--- config.mk ---
export PLATFORM = sky130hd
export DESIGN_NAME = demux_stream
export DESIGN_NICKNAME = d
export VERILOG_FILES = /design/src/rtl/demux_pkg.sv /design/src/rtl/demux_slot.sv /design/src/rtl/demux_stream.sv
export SDC_FILE = /design/constraint.sdc
export NUM_CORES = 1
export LEC_CHECK = 0
export CAP_MARGIN = 25
export CORE_MARGIN = 4
export CORE_UTILIZATION = 31
export CTS_BUF_LIST = sky130_fd_sc_hd__clkbuf_16
export DETAILED_ROUTE_END_ITERATION = 12
export PLACE_DENSITY = 0.63
export SETUP_SLACK_MARGIN = 0.05
export SYNTH_ARGS = -nofsm -noshare
export SYNTH_HDL_FRONTEND = slang
export SYNTH_SLANG_ARGS = --single-unit
--- constraint.sdc ---
create_clock -name clk -period 1.5 [get_ports clk]
set_input_delay 0.225 -clock clk [delete_from_list [all_inputs] [get_ports clk]]
set_output_delay 0.225 -clock clk [all_outputs]
set_load 0.02 [all_outputs]
--- src/rtl/demux_pkg.sv ---
// Shared types and constants for the demux_stream block: channel slot
// state encoding, default geometry and the drop counter width.
package demux_pkg;

    typedef enum logic {
        CH_EMPTY = 1'b0,
        CH_FULL  = 1'b1
    } ch_state_e;

    localparam int DEF_WIDTH    = 8;
    localparam int DEF_CHANNELS = 8;
    localparam int DROP_CNT_W   = 8;

endpackage

--- src/rtl/demux_slot.sv ---
// One-entry holding slot for a single demux output channel with a
// valid/ready drain side; a write while draining replaces the word.
//
// state    | meaning
// ---------+-------------------------------------------
// CH_EMPTY | no word held, out valid low
// CH_FULL  | word held in data, waiting for rd_ready
module demux_slot
    import demux_pkg::*;
#(
    parameter int WIDTH = DEF_WIDTH
) (
    input  logic             clk,
    input  logic             rst_n,
    input  logic             wr,
    input  logic [WIDTH-1:0] wr_data,
    input  logic             rd_ready,
    output logic             valid,
    output logic [WIDTH-1:0] data,
    output logic             writable
);

    ch_state_e state_q, state_d;

    always_ff @(posedge clk or negedge rst_n) begin
        if (!rst_n) begin
            state_q <= CH_EMPTY;
        end else begin
            state_q <= state_d;
        end
    end

    always_comb begin
        state_d = state_q;
        case (state_q)
            CH_EMPTY: if (wr) state_d = CH_FULL;
            CH_FULL: begin
                if (wr)            state_d = CH_FULL;
                else if (rd_ready) state_d = CH_EMPTY;
            end
            default: state_d = CH_EMPTY;
        endcase
    end

    // Data is only ever replaced by a write, never cleared outside reset.
    always_ff @(posedge clk or negedge rst_n) begin
        if (!rst_n) begin
            data <= '0;
        end else if (wr) begin
            data <= wr_data;
        end
    end

    assign valid    = (state_q == CH_FULL);
    assign writable = (state_q == CH_EMPTY) || rd_ready;

endmodule

--- src/rtl/demux_stream.sv ---
// Registered 1-to-N stream demultiplexer with per-channel holding slots.
// Optional broadcast input enabled by defining DEMUX_STREAM_BCAST_EN.
module demux_stream
    import demux_pkg::*;
#(
    parameter int WIDTH    = DEF_WIDTH,
    parameter int CHANNELS = DEF_CHANNELS,
    parameter int SEL_W    = $clog2(CHANNELS)
) (
    input  logic                      clk,
    input  logic                      rst_n,
    input  logic                      en,
    input  logic                      in_valid,
    output logic                      in_ready,
    input  logic [WIDTH-1:0]          in_data,
    input  logic [SEL_W-1:0]          in_sel,
`ifdef DEMUX_STREAM_BCAST_EN
    input  logic                      in_bcast,
`endif
    output logic [CHANNELS-1:0]       out_valid,
    input  logic [CHANNELS-1:0]       out_ready,
    output logic [CHANNELS*WIDTH-1:0] out_data,
    output logic [DROP_CNT_W-1:0]     drop_cnt
);

    logic [CHANNELS-1:0] writable;
    logic [CHANNELS-1:0] wr;
    logic [31:0]         sel_ext;
    logic                sel_legal;
    logic                sel_writable;
    logic                bcast;
    logic                xfer;
    logic                drop;

`ifdef DEMUX_STREAM_BCAST_EN
    assign bcast = in_bcast;
`else
    assign bcast = 1'b0;
`endif

    assign sel_ext   = 32'(in_sel);
    assign sel_legal = (sel_ext < 32'(CHANNELS));

    // Loop-compare rather than writable[in_sel] so a non-power-of-2
    // CHANNELS never indexes past the vector.
    always_comb begin
        sel_writable = 1'b0;
        for (int i = 0; i < CHANNELS; i++) begin
            if (sel_ext == 32'(i)) sel_writable = writable[i];
        end
    end

    assign in_ready = en && (bcast ? (&writable) : (!sel_legal || sel_writable));
    assign xfer     = in_valid && in_ready;
    assign drop     = xfer && !bcast && !sel_legal;

    always_comb begin
        wr = '0;
        for (int i = 0; i < CHANNELS; i++) begin
            wr[i] = xfer && (bcast || (sel_ext == 32'(i)));
        end
    end

    always_ff @(posedge clk or negedge rst_n) begin
        if (!rst_n) begin
            drop_cnt <= '0;
        end else if (drop && (drop_cnt != '1)) begin
            drop_cnt <= drop_cnt + 1'b1;
        end
    end

    for (genvar i = 0; i < CHANNELS; i++) begin : g_slot
        demux_slot #(
            .WIDTH(WIDTH)
        ) u_slot (
            .clk      (clk),
            .rst_n    (rst_n),
            .wr       (wr[i]),
            .wr_data  (in_data),
            .rd_ready (out_ready[i]),
            .valid    (out_valid[i]),
            .data     (out_data[i*WIDTH +: WIDTH]),
            .writable (writable[i])
        );
    end

endmodule

**After elaboration in Yosys (flattened, before gate mapping)**

Index checks and enable logic that the tools add are counted.

- Bits in registers: 80
- Input port bits: 23
- Output and inout bits: 81
- Logic and storage cells: 98

- $add $sub $neg: 1
- $lt $le $gt $ge: 1
- Equality and inequality tests: 8
- Multiplexer cells: 40
- Bitwise gates (word level): 8
- Reductions and logical operators: 23

Operator list:

| operator | number |
|---|---|
| 32-bit logical NOT | 1 |
| 1-bit 2-to-1 mux | 32 |
| 1-bit one-hot mux with 2 select lines | 8 |
| 3-bit equality test (second input constant) | 4 |
| 1-bit logical AND | 12 |
| 1-bit logical OR | 9 |
| 8-bit by 1-bit adder with 8-bit output (second input constant) | 1 |
| 8-bit != test (second input constant) | 1 |
| 1-bit NOT | 8 |
| 3-bit by 2-bit equality test with 1-bit output (second input constant) | 2 |
| 3-bit by 4-bit less-than comparator with 1-bit output (second input constant) | 1 |
| 3-bit by 1-bit equality test with 1-bit output (second input constant) | 1 |
| 1-bit logical NOT | 1 |

**Logic depth before layout (Yosys ltp)**

- Depth in word-level cells: 16
- Depth in mapped cells: 6

**Cells and area by module**

From an unflattened synthesis, not the netlist that was laid out.

- Cell total of the unflattened synthesis: 196
- Area, all modules: 3191.8 µm²

Modules (own cells, without submodules):

| module | times used | cells an instance | area an instance (µm²) | sequential area each (µm²) |
|---|---|---|---|---|
| demux_slot | 8 | 20 | 369.1 | 225.2 |
| demux_stream | 1 | 36 | 239.0 | 0.0 |

**Worst setup path before layout**

Ideal clock, no wire load.

- Kind: register to register
- From: reg g_slot[0].u_slot.state_q
- To: reg g_slot[3].u_slot.data[0]
- Library setup time: 0.125 ns
- Arrival: 1.473 ns
- Required time: 1.375 ns
- Path slack: -0.098 ns
- Stages on the path, launching flop included: 6
- Period minus slack after synthesis: 1.598 ns
- Cell sequence: dfrtp_1 nor3b_2 o22ai_2 a21oi_4 a21oi_4 mux2_4

- Longest elaborated chain between the ends: 14

Ends and longest elaborated chain:

| element | line | RTL |
|---|---|---|
| start: declaration | demux_slot.sv:23 | `ch_state_e state_q, state_d;` |
| start signal: assignment | demux_slot.sv:29 | `state_q <= state_d;` |
| 1-bit NOT | n/a |  |
| 1-bit logical OR | demux_slot.sv:55 | `assign writable = (state_q == CH_EMPTY) \|\| rd_ready;` |
| 1-bit 2-to-1 mux (8 in series) | demux_stream.sv:49 | `if (sel_ext == 32'(i)) sel_writable = writable[i];` |
| 1-bit logical OR | demux_stream.sv:53 | `assign in_ready = en && (bcast ? (&writable) : (!sel_legal \|\| sel_writable));` |
| 1-bit logical AND | demux_stream.sv:53 |  |
| 1-bit logical AND | demux_stream.sv:54 | `assign xfer = in_valid && in_ready;` |
| 1-bit logical AND | demux_stream.sv:60 | `wr[i] = xfer && (bcast \|\| (sel_ext == 32'(i)));` |
| end signal: assignment | demux_slot.sv:50 | `data <= wr_data;` |
| end: declaration | demux_slot.sv:19 | `output logic [WIDTH-1:0] data,` |

No other way between the ends.
A chain may end at the register's enable or synchronous reset.

**Worst setup path after layout**

- From: reg g_slot[5].u_slot.state_q
- To: out in_ready

- Longest elaborated chain between the ends: 7

Ends and longest elaborated chain:

| element | line | RTL |
|---|---|---|
| start: declaration | demux_slot.sv:23 |  |
| start signal: assignment | demux_slot.sv:29 |  |
| 1-bit NOT | n/a |  |
| 1-bit logical OR | demux_slot.sv:55 |  |
| 1-bit 2-to-1 mux (3 in series) | demux_stream.sv:49 |  |
| 1-bit logical OR | demux_stream.sv:53 |  |
| 1-bit logical AND | demux_stream.sv:53 |  |
| end: declaration | demux_stream.sv:14 | `output logic in_ready,` |

No other way between the ends.

==> impl_metrics.csv <==
group,metric,value,unit
outcome,outcome,"complete, but fails checks",
outcome,violations,"negative setup slack",
global_routing,grt_usage,14.9,%
die,die-area,11600,sq um
sta,rsz0062_at_grt,"true",
yosys,synth-compound-area-share,4.25,%
cells_and_area,final_cell_mix,"72 x dfrtp_1, 70 x dlygate4sd2_1, 56 x mux2_4, 31 x buf_4, 18 x clkdlybuf4s50_1",
global_routing,grt_overflow,0,
yosys,synthSimpleGateAreaFrac,7.53,%
global_routing,grt_pass1_vias,2326,
cts,path_clk_slew,0.06,ns
route,via_count,2170,
die,die_y,108,um
sta,worst_clock_skew,0.00662,ns
route,dr.pass1.iters,4,
cells_and_area,area_growth,64.3,%
critical_path,critical_path.max_fanout,2,
critical_path,setup.worst_path.end_class,"output port",
cells_and_area,diodes,0,
yosys,syn_inst,207,
power,report.power.total,6640,uW
route,ant_nets,0,
route,drt_first_iter_violations,62,
sta,finalHoldViolCount,0,
cells_and_area,final_cell_count_no_fill,485,
yosys,ys_seq_elements,72,
placed_design,gp_congestion,0.792,
yosys,synthXorXnorAreaFrac,0,%
critical_path,start_kind,"flip-flop",
sta,timing.fmax,537,MHz
cts,clockBufferDepth,2,
sta,final-setup-viol-count,62,
sta,setup_ws,-0.363,ns
route,wirelength,8440,um
die,rows,36,
yosys,netlist_area,3090,sq um
yosys,yosys.area.top_type,"dfrtp_1",
yosys,ys_types,35,
yosys,synth_top_area_share,58.3,%
die,initial_core_util,31.8,%
die,fp.dieW,108,um
cells_and_area,final_layout_size_suffix_gt1_share,44.6,%
yosys,yosys-top-cells-area,"dfrtp_1 58%, mux2_2 20%, buf_4 4.1%, mux2_4 3.9%, nand2b_1 1.2%",
power,p_leak,0.00254,uW
cts,cts_made_buffers,9,
sta,min_period_over_period,124,%
yosys,synth_adder_area_share,0,%
sta,fin_crit,1.86,ns
cells_and_area,design_area,5080,sq um
global_routing,grt_max_degree,33,
route,routedWlPerCell,17.4,um
placed_design,placed_cells,460,
power,cellPowerDensity,1310,nW/um^2
placed_design,hpwlAfterDp,5940,um
yosys,yosys_warnings,0,
cts,tritoncts,"built",
cts,cts_max_level,3,
hold_path,min_path_type,"in2async",
route,drc,0,
yosys,synth_top_family_by_area,"multiplexers",
placed_design,placed_area,4520,sq um
yosys,synth.avg_cell_area,14.9,sq um
sta,setup_tns,-6.29,ns
critical_path,cp.arrival,1.64,ns
die,ios,104,
cts,cts-root-buf,"clkbuf_16",
yosys,ys_seq_area_share,58.3,%
route,vias_per_cell,4.47,
placed_design,io_buffer_count,95,
placed_design,dpl_worst_slack,-0.867,ns
power,ir_worst_vdd,0.604,mV
cells_and_area,final_common_cell,"dfrtp_1",
critical_path,cp.required,1.27,ns
die,coreArea,9730,sq um
cts,clk_latency,0.32,ns
cts,clock_sinks,72,
flow_run,cap_violations,0,
global_routing,antenna_found_initial,0,
critical_path,worstSetupPathType,"reg2out",
global_routing,grt_pass1_wl,13000,um
yosys,synth_mux_area_share,24.3,%
cells_and_area,final_nets,371,
sta,drv_slew,0,
==> cell type report <==
class,count,area [sq um]
Clock buffer,9,225
Clock inverter,6,83.8
Fill cell,891,4650
Inverter,3,11.3
Multi-Input combinational cell,117,1430
Sequential cell,72,1800
Tap cell,133,166
Timing Repair Buffer,145,1360
==> worst max-delay path: stages (launching register included) <==
cell	delay, ns
dfrtp_1	0.38
nor2b_4	0.13
nor2b_4	0.12
o211ai_1	0.20
o311ai_1	0.14
a21oi_1	0.18
buf_4	0.17
==> report_power, final <==
part	total, uW	internal (uW)	switching, uW
Combinational	1880	951	931
Clock	2230	1440	791
Sequential	2520	2320	202
==> routing by layer <==
layer,wire (um),track usage (%)
met1,3880,20.0
met4,125,4.42
met3,509,5.04
met5,0,0
met2,3930,22.8
==> Yosys cell counts <==
master	count
a21o_1	1
nand4_1	2
a21oi_4	2
nor2b_1	5
mux2_2	54
and3_1	3
o21ai_0	1
or2_1	1
nor2_1	2
nor3b_2	2
nand3b_1	1
or2_2	1
a21oi_1	1
o32ai_4	1
nand3_1	2
nand2b_4	1
buf_2	4
inv_1	3
o311ai_0	1
nor2_4	1
buf_6	1
mux2_1	2
o211ai_1	2
nand2_1	3
buf_4	17
o2bb2ai_1	1
mux2_4	8
nor3_4	1
o2111ai_1	1
conb_1	1
nor2_2	1
dfrtp_1	72
o22ai_2	1
nand2b_1	6
nand2_4	1
==> sequential cells by signal, summed over array words and instances, names as in the netlist <==
signal	count
g_slot.u_slot.valid	8
g_slot.u_slot.data	64
==> kinds of logic after synthesis <==
logic type	Yosys count
buffers and inverters	25
AO/OA/AOI/OAI	12
AND/OR/NAND/NOR	33
flip-flops	72
other	1
multiplexers	64
==> metrics by stage <==
step	util, %	hold slack, ns
6_report	52.2	0.374
5_1_grt	52.2	0.401
4_1_cts	51.4	0.377
3_5_place_dp	46.5	0.174
3_3_place_gp	46.5	0.167
2_1_floorplan	-	-0.0706
==> path summary, 6_finish.rpt <==
| path | startpoint | endpoint | slack [ns] | depth (start not counted) |
|---|---|---|---|---|
| max in group asynchronous | rst_n | g_slot[5].u_slot.data[7] | 0.60 | 3 |
| max reg2reg | g_slot[0].u_slot.valid | g_slot[3].u_slot.data[1] | -0.23 | 7 |
| min reg2reg | g_slot[1].u_slot.data[0] | g_slot[1].u_slot.data[0] | 0.50 | 1 |
| max | g_slot[5].u_slot.valid | in_ready | -0.36 | 6 |
| min in group clk | in_sel[2] | g_slot[2].u_slot.valid | 0.47 | 4 |
| min | rst_n | g_slot[3].u_slot.valid | 0.37 | 2 |
==> what timing repair did <==
| item | CTS | global route |
|---|---|---|
| endpoints found under the hold margin | 27 | 0 |
| resized for setup | 135 | 21 |
| pin swaps | 12 | 6 |
| hold buffers | 1 | 0 |
| buffers inserted | 7 | 3 |
| gates cloned | 1 | 0 |
| setup endpoints to repair | 142 | 67 |
No activity file was read; power rests on OpenSTA's default activity.
